<file path="src/rtl/ahb3lite_to_wb_bridge.sv">
// ---------------------------------------------------------------------------
// ahb3lite_to_wb_bridge
//   AHB3-Lite slave to Wishbone (classic, single-cycle) master bridge.
//   Every accepted AHB beat becomes one Wishbone single cycle; HBURST and
//   HPROT are ignored. With a zero-wait Wishbone slave the AHB data phase
//   takes 2 cycles. Each extra Wishbone wait cycle adds one cycle.
//
//   Optional feature macro: AHB2WB_ERR_EN
//     defined   : wb_err_i produces a two-cycle AHB ERROR response
//                 (states ERR1/ERR2). err beats ack, and ack beats rty.
//     undefined : wb_err_i is treated as wb_ack_i and HRESP is always 0.
//
// Ports
//   clk_i, rst_i        : clock (rising edge), async active-high reset
//   HSEL..HREADY        : AHB3-Lite slave inputs
//   HRDATA, HREADYOUT,
//   HRESP               : AHB3-Lite slave outputs
//   wb_adr_o..wb_stb_o  : Wishbone master outputs
//   wb_dat_i, wb_ack_i,
//   wb_err_i, wb_rty_i  : Wishbone master inputs
// ---------------------------------------------------------------------------
module ahb3lite_to_wb_bridge #(
  parameter int ADDR_WIDTH = 32,
  parameter int DATA_WIDTH = 32
) (
  input  logic                  clk_i,
  input  logic                  rst_i,
  input  logic                  HSEL,
  input  logic [ADDR_WIDTH-1:0] HADDR,
  input  logic [DATA_WIDTH-1:0] HWDATA,
  input  logic                  HWRITE,
  input  logic [2:0]            HSIZE,
  input  logic [2:0]            HBURST,
  input  logic [3:0]            HPROT,
  input  logic [1:0]            HTRANS,
  input  logic                  HREADY,
  output logic [DATA_WIDTH-1:0] HRDATA,
  output logic                  HREADYOUT,
  output logic                  HRESP,
  output logic [ADDR_WIDTH-1:0] wb_adr_o,
  output logic [DATA_WIDTH-1:0] wb_dat_o,
  output logic [3:0]            wb_sel_o,
  output logic                  wb_we_o,
  output logic                  wb_cyc_o,
  output logic                  wb_stb_o,
  input  logic [DATA_WIDTH-1:0] wb_dat_i,
  input  logic                  wb_ack_i,
  input  logic                  wb_err_i,
  input  logic                  wb_rty_i
);

`ifdef AHB2WB_ERR_EN
  typedef enum logic [2:0] {ST_IDLE, ST_ACCESS, ST_RETRY, ST_RESP, ST_ERR1, ST_ERR2} state_t;
`else
  typedef enum logic [2:0] {ST_IDLE, ST_ACCESS, ST_RETRY, ST_RESP} state_t;
`endif

  state_t                r_state;
  logic [ADDR_WIDTH-1:0] r_adr;
  logic [3:0]            r_sel;
  logic                  r_we;
  logic                  r_cyc;
  logic                  r_stb;
  logic [DATA_WIDTH-1:0] r_hrdata;
  logic                  r_hreadyout;
  logic                  r_hresp;

  logic                  w_accept;
  logic                  w_ack;
  logic                  w_unused;

  // Little-endian byte lanes for the transfer size; anything word or wider uses all lanes.
  function automatic logic [3:0] sel_from_size(input logic [2:0] size, input logic [1:0] a);
    case (size)
      3'd0:    sel_from_size = 4'b0001 << a;
      3'd1:    sel_from_size = a[1] ? 4'b1100 : 4'b0011;
      default: sel_from_size = 4'b1111;
    endcase
  endfunction

  // Only NONSEQ/SEQ start a transfer; IDLE and BUSY fall through with the
  // zero-wait OKAY that IDLE/RESP already present.
  assign w_accept = HSEL & HREADY & HTRANS[1];

`ifdef AHB2WB_ERR_EN
  assign w_ack = wb_ack_i;
`else
  assign w_ack = wb_ack_i | wb_err_i;
`endif

  assign w_unused  = ^{HBURST, HPROT, HTRANS[0]};

  // Write data passes straight through: AHB keeps HWDATA stable while HREADYOUT is low.
  assign wb_dat_o  = HWDATA;
  assign wb_adr_o  = r_adr;
  assign wb_sel_o  = r_sel;
  assign wb_we_o   = r_we;
  assign wb_cyc_o  = r_cyc;
  assign wb_stb_o  = r_stb;
  assign HRDATA    = r_hrdata;
  assign HREADYOUT = r_hreadyout;
  assign HRESP     = r_hresp;

  // Bridge FSM with registered AHB and Wishbone outputs.
  always_ff @(posedge clk_i or posedge rst_i) begin
    if (rst_i) begin
      r_state     <= ST_IDLE;
      r_adr       <= '0;
      r_sel       <= 4'b0000;
      r_we        <= 1'b0;
      r_cyc       <= 1'b0;
      r_stb       <= 1'b0;
      r_hrdata    <= '0;
      r_hreadyout <= 1'b1;
      r_hresp     <= 1'b0;
    end else begin
      case (r_state)
`ifdef AHB2WB_ERR_EN
        ST_IDLE, ST_RESP, ST_ERR2: begin
`else
        ST_IDLE, ST_RESP: begin
`endif
          if (w_accept) begin
            r_adr       <= HADDR;
            r_we        <= HWRITE;
            r_sel       <= sel_from_size(HSIZE, HADDR[1:0]);
            r_cyc       <= 1'b1;
            r_stb       <= 1'b1;
            r_hreadyout <= 1'b0;
            r_hresp     <= 1'b0;
            r_state     <= ST_ACCESS;
          end else begin
            r_cyc       <= 1'b0;
            r_stb       <= 1'b0;
            r_hreadyout <= 1'b1;
            r_hresp     <= 1'b0;
            r_state     <= ST_IDLE;
          end
        end
        ST_ACCESS: begin
`ifdef AHB2WB_ERR_EN
          if (wb_err_i) begin
            // First ERROR cycle: HRESP high while HREADYOUT is still low.
            r_cyc       <= 1'b0;
            r_stb       <= 1'b0;
            r_hreadyout <= 1'b0;
            r_hresp     <= 1'b1;
            r_state     <= ST_ERR1;
          end else
`endif
          if (w_ack) begin
            if (!r_we) begin
              r_hrdata <= wb_dat_i;
            end
            r_cyc       <= 1'b0;
            r_stb       <= 1'b0;
            r_hreadyout <= 1'b1;
            r_hresp     <= 1'b0;
            r_state     <= ST_RESP;
          end else if (wb_rty_i) begin
            // Drop the strobe for one cycle, then re-issue the same beat.
            r_cyc       <= 1'b0;
            r_stb       <= 1'b0;
            r_hreadyout <= 1'b0;
            r_hresp     <= 1'b0;
            r_state     <= ST_RETRY;
          end else begin
            r_cyc       <= 1'b1;
            r_stb       <= 1'b1;
            r_hreadyout <= 1'b0;
            r_hresp     <= 1'b0;
            r_state     <= ST_ACCESS;
          end
        end
        ST_RETRY: begin
          r_cyc       <= 1'b1;
          r_stb       <= 1'b1;
          r_hreadyout <= 1'b0;
          r_hresp     <= 1'b0;
          r_state     <= ST_ACCESS;
        end
`ifdef AHB2WB_ERR_EN
        ST_ERR1: begin
          r_cyc       <= 1'b0;
          r_stb       <= 1'b0;
          r_hreadyout <= 1'b1;
          r_hresp     <= 1'b1;
          r_state     <= ST_ERR2;
        end
`endif
        default: begin
          r_cyc       <= 1'b0;
          r_stb       <= 1'b0;
          r_hreadyout <= 1'b1;
          r_hresp     <= 1'b0;
          r_state     <= ST_IDLE;
        end
      endcase
    end
  end

endmodule

</file>
<file path="config.mk">
export PLATFORM = sky130hd
export DESIGN_NAME = ahb3lite_to_wb_bridge
export DESIGN_NICKNAME = d
export VERILOG_FILES = /design/src/rtl/ahb3lite_to_wb_bridge.sv
export SDC_FILE = /design/constraint.sdc
export NUM_CORES = 1
export LEC_CHECK = 0
export CAP_MARGIN = 20
export CORE_MARGIN = 3
export CORE_UTILIZATION = 38
export DETAILED_ROUTE_END_ITERATION = 16
export PLACE_DENSITY = 0.86
export SKIP_CTS_REPAIR_TIMING = 1
export SYNTH_ARGS = -nofsm -noshare
export SYNTH_HDL_FRONTEND = slang
export SYNTH_SLANG_ARGS = --single-unit
</file>
<file path="constraint.sdc">
create_clock -name clk_i -period 4.2 [get_ports clk_i]
set_input_delay 0.42 -clock clk_i [delete_from_list [all_inputs] [get_ports clk_i]]
set_output_delay 0.42 -clock clk_i [all_outputs]
set_load 0.02 [all_outputs]
</file>
After elaboration in Yosys (flattened, before gate mapping)

Cells that the tools add are included.

Add/subtract/negate cells: 0
Multiply operators: 0
Divide/modulo/power cells: 0
Magnitude comparators: 0
Equal/unequal tests: 4
Shift operators: 1
Muxes and demuxes: 13
Bitwise gates (word level): 4
Reductions and logical operators: 5

Operators with widths:

| cell                                                 | number |
|---|---|
| case mux 3 bit (3 select lines)                      | 1 |
| case mux 4 bit (2 select lines)                      | 1 |
| equality test 3 x 1 -> 1 bit (second input constant) | 2 |
| equality test 3 x 2 -> 1 bit (second input constant) | 2 |
| logical NOT 3 bit                                    | 2 |
| two-way mux 1 bit                                    | 6 |
| case mux 1 bit (3 select lines)                      | 2 |
| two-way mux 2 bit                                    | 2 |
| two-way mux 4 bit                                    | 1 |
| left shift 1 x 2 -> 4 bit (first input constant)     | 1 |
| AND reduction 3 bit                                  | 1 |
| AND 1 bit                                            | 2 |
| AND reduction 2 bit                                  | 1 |
| OR reduction 2 bit                                   | 1 |
| inverter 1 bit                                       | 1 |
| bitwise OR 1 bit                                     | 1 |

Register bits: 74
Latch bits: 0
Bits in writable memories: 0
ROM bits: 0
Bits of input ports: 116
Output and inout bits: 105
Word-level logic and storage cells: 34
Memories: 0

Longest topological paths before layout

Depth after elaboration: 4
Depth in mapped cells: 7
Mapped depth without buffers: 5

Worst setup path before layout

No wires, ideal clock.

Path kind: register to register
From: register r_state[0]
To: register r_state[0]
Library setup time: 124 ps
Data arrival time: 1318 ps
Path slack: 2758 ps
Cell stages (with the launch flop): 6
Buffers on the path: 1
Period minus slack after synthesis: 1442 ps
Path through: dfrtp_1 -> inv_1 -> ha_1 -> and4_1 -> buf_4 -> a211o_1

Cells in the longest elaborated chain, start to end: 3
Elaborated cells between the ends (all ways): 6

RTL lines:

| what                                                                     | RTL line | text |
|---|---|---|
| start, declared                                                          | 58       | `state_t r_state;` |
| start signal, assigned                                                   | 107      | `r_state <= ST_IDLE;` |
| start signal, assigned                                                   | 131      | `r_state <= ST_ACCESS;` |
| start signal, assigned                                                   | 137      | `r_state <= ST_IDLE;` |
| equality test 3 x 2 -> 1 bit / logical NOT 3 bit (equally long branches) | 117      | `case (r_state)` |
| OR reduction 2 bit                                                       | 117      |  |
| case mux 3 bit (3 select lines) (*)                                      | 117      |  |

Mark *: on every way between the ends. The rest lies on a longest branch, timed or not.
A chain may end at the register's enable or synchronous reset.

Worst setup path in the final report

From: register r_state[1]
To: register r_hrdata[30], in the netlist HRDATA[30]

Cells in the longest elaborated chain, start to end: 2

RTL lines:

| what                          | RTL line | text |
|---|---|---|
| equality test 3 x 1 -> 1 bit  | 117      |  |
| AND reduction 3 bit (no line) | n/a      |  |
| end signal, assigned          | 153      | `r_hrdata <= wb_dat_i;` |
| end, declared                 | 64       | `logic [DATA_WIDTH-1:0] r_hrdata;` |

No other way between the ends.

==> flow_metrics.py <==
metrics = {
    "timing": {
        "setup-tns-final_ns": 0,
        "tightest_slew_ns": 0.906,
        "period_minus_slack_ns": 2.25,
        "slew_violations": 0,
        "fin_skew_ns": 0.00646,
        "rsz0062_at_grt": "no",
        "final_hold_viol_count": 0,
        "final-setup-viol-count": 0,
        "fmax_ghz": 0.444,
        "relSlewSlack_pct": 39.5,
        "final.period_utilization_pct": 53.7,
    },
    "synth": {
        "synth_seq_area_share_pct": 56.8,
        "synthFlopType": "dfrtp_1",
        "synth_fa_ha_area_share_pct": 0.778,
        "synth_area_sq_um": 3220,
        "yosysWarningCount": 0,
        "synth_seq_cells": 73,
        "avgSynthCellArea_sq_um": 11.5,
        "yosys-mux-area-fraction_pct": 15.1,
        "synth_fp_nets": 397,
        "async_reset_ff_share_pct": 100,
        "synth.distinct_cells": 26,
        "synth_xor_area_share_pct": 0,
        "synth_compound_area_share_pct": 2.61,
        "synth-simple-area-share_pct": 13.7,
        "synth_edf_count": 0,
        "synthCells": 279,
        "synth_top_family_by_area": "multiplexers",
    },
    "route": {
        "drt_iter0_markers": 57,
        "drc": 0,
        "wirelength_mm": 7.58,
        "wire_per_inst_microns": 15.0,
        "drt_pre_antenna_iters": 4,
        "vias_per_cell": 4.53,
        "vias": 2281,
        "postRouteAntennaNets": 0,
    },
    "clock_network": {
        "h-tree-depth": 3,
        "clk_path_buf_depth": 2,
        "clock_sinks": 73,
        "cts_tree": "done",
        "numCtsBuffers": 9,
        "clkTransAtPathRegs_ns": 0.08,
        "clk_latency_ns": 0.33,
        "root_buffer": "clkbuf_8",
    },
    "final_layout": {
        "layout_common_cells": "clkdlybuf4s50_1, nand2_1, dfrtp_1",
        "area_growth_syn_to_layout_pct": 46.3,
        "layout_commonest_cell": "clkdlybuf4s50_1",
        "n_antenna_cell": 0,
        "stdcell_area_sq_um": 4710,
        "nets": 515,
        "nFillCells": 658,
        "drive_gt1_share_pct": 14.4,
        "fin_util_pct": 59.1,
    },
    "floorplanning": {
        "start_util_pct": 40.4,
        "io_pins": 221,
        "rows": 32,
        "die_h_microns": 98.0,
        "dieArea_sq_um": 9600,
        "coreArea_sq_um": 7970,
        "dieWidth_microns": 98.0,
    },
    "critical_path": {
        "critPathArrivalTime_ns": 2.46,
        "worstPathRequired_ns": 4.41,
        "crit_chain": "inv_1 -> ha_1 -> o21ai_2 -> nor2_4 -> buf_4 -> mux2_4",
        "critPathCaptureType": "register",
        "crit_type": "register to register",
        "critPathSlowestCell": "nor2_4",
        "cpPeakStageDelay_ns": 0.64,
        "startpoint_type": "register",
        "crit_fanout": 21,
    },
    "grt": {
        "grt_pass1_wl_mm": 12.5,
        "grt_pass1_vias": 2563,
        "grtUsageTotal_pct": 16.2,
        "grt_overflow": 0,
        "grt_max_degree": 44,
        "antenna_found_initial": 0,
    },
    "pwr": {
        "sw_frac_of_total_pct": 36.1,
        "leakage_nw": 2.16,
        "pwr-share-clk_pct": 14.7,
        "power_w": 0.00364,
        "power_density_nw_per_um2": 775,
        "net-switching-power_w": 0.00132,
        "combPwrFrac_pct": 51.2,
        "peakVddDrop_uv": 362,
        "seqPwrFrac_pct": 34.0,
        "power.internal_w": 0.00233,
    },
    "placed_design": {
        "numPortBuffers": 147,
        "dpl-instance-area_sq_um": 4510,
        "gp_congestion": 0.723,
        "dpl.hpwl_mm": 5.69,
    },
    "status": {
        "status": "finished clean",
    },
    "run": {
        "drv_cap": 0,
    },
    "min_path": {
        "min_path_type": "register to register",
    },
}
cell usage after synthesis (3+ instances only):
master	number	area share [%]
o21ai_0	3	0.47
nand2_1	100	12
inv_1	4	0.47
mux2_4	30	14
mux2_2	3	1.1
clkbuf_1	3	0.35
buf_4	35	8.2
nor2_1	3	0.35
dfrtp_1	72	56
buf_6	5	1.8
cells by family (layout without fill, tap and decap cells):
| family | count (synthesis) | in the layout |
|---|---|---|
| multiplexers | 33 | 33 |
| other | 1 | 1 |
| flip-flops | 73 | 73 |
| adder cells (fa/ha/maj) | 2 | 2 |
| AO/OA/AOI/OAI | 12 | 12 |
| buffers and inverters | 48 | 171 |
| AND/OR/NAND/NOR | 110 | 110 |
per-layer routing:
layer,routed length [microns],GRT usage (%)
met2,3580,26.5
met4,175,5.43
met3,730,7.57
met1,3090,18.8
met5,0,0
metrics by stage:
step / worst slack, ns / hold slack (ns) / cells
detailed placement: 1.65 / 0.461 / 488
finish: 1.95 / 0.474 / 504
floorplan: 1.93 / 0.525 / 279
global placement: 1.69 / 0.458 / 488
CTS: 1.91 / 0.481 / 504
global route: 1.78 / 0.492 / 504
worst max-delay path, delay by kind of cell, from the launching register on:
family | cells | cell delay, ns
simple gates | 1 | 0.64
buf+inv | 2 | 0.44
flops | 1 | 0.39
mux | 1 | 0.33
fa+ha+maj | 1 | 0.22
compound gates | 1 | 0.10
registers in the layout (all words and copies together) (netlist names):
signal,count
wb_adr_o,32
wb_stb_o,1
HREADYOUT,1
HRDATA,32
wb_sel_o,4
wb_we_o,1
r_state,2
power groups by stage:
stage | Clock, W | Sequential, W | Combinational, W
after floorplan | 0 | 0.00165 | 0.000665
after global placement | 0 | 0.00123 | 0.00185
after detailed placement | 0 | 0.00125 | 0.00189
after CTS | 0.000555 | 0.00124 | 0.00190
after global routing | 0.000590 | 0.00129 | 0.00198
final | 0.000536 | 0.00124 | 0.00187
final timing paths:
path,start,to,slack [ns],depth (start not counted)
worst max-delay path,r_state[1],HRDATA[30],1.95,6
worst min-delay path,wb_adr_o[16],wb_adr_o[16],0.47,2
worst max register to register,r_state[1],HRDATA[30],1.95,6
worst min register to register,wb_adr_o[16],wb_adr_o[16],0.47,2
max in group asynchronous,rst_i,HRDATA[2],2.74,3
min in group asynchronous,rst_i,wb_adr_o[11],0.59,2
area by class of cell:
| class | count | area (sq um) | area share (%) |
|---|---|---|---|
| clock buffers | 9 | 124 | 2.63 |
| clock inverters | 7 | 71.3 | 1.52 |
| repair buffers | 151 | 1500 | 31.9 |
| inverters | 4 | 15.0 | 0.319 |
| flip-flops and latches | 73 | 1830 | 38.8 |
| multi-input cells | 158 | 1040 | 22.1 |
| well taps | 102 | 128 | 2.71 |
(Power assumes the default switching activity.)
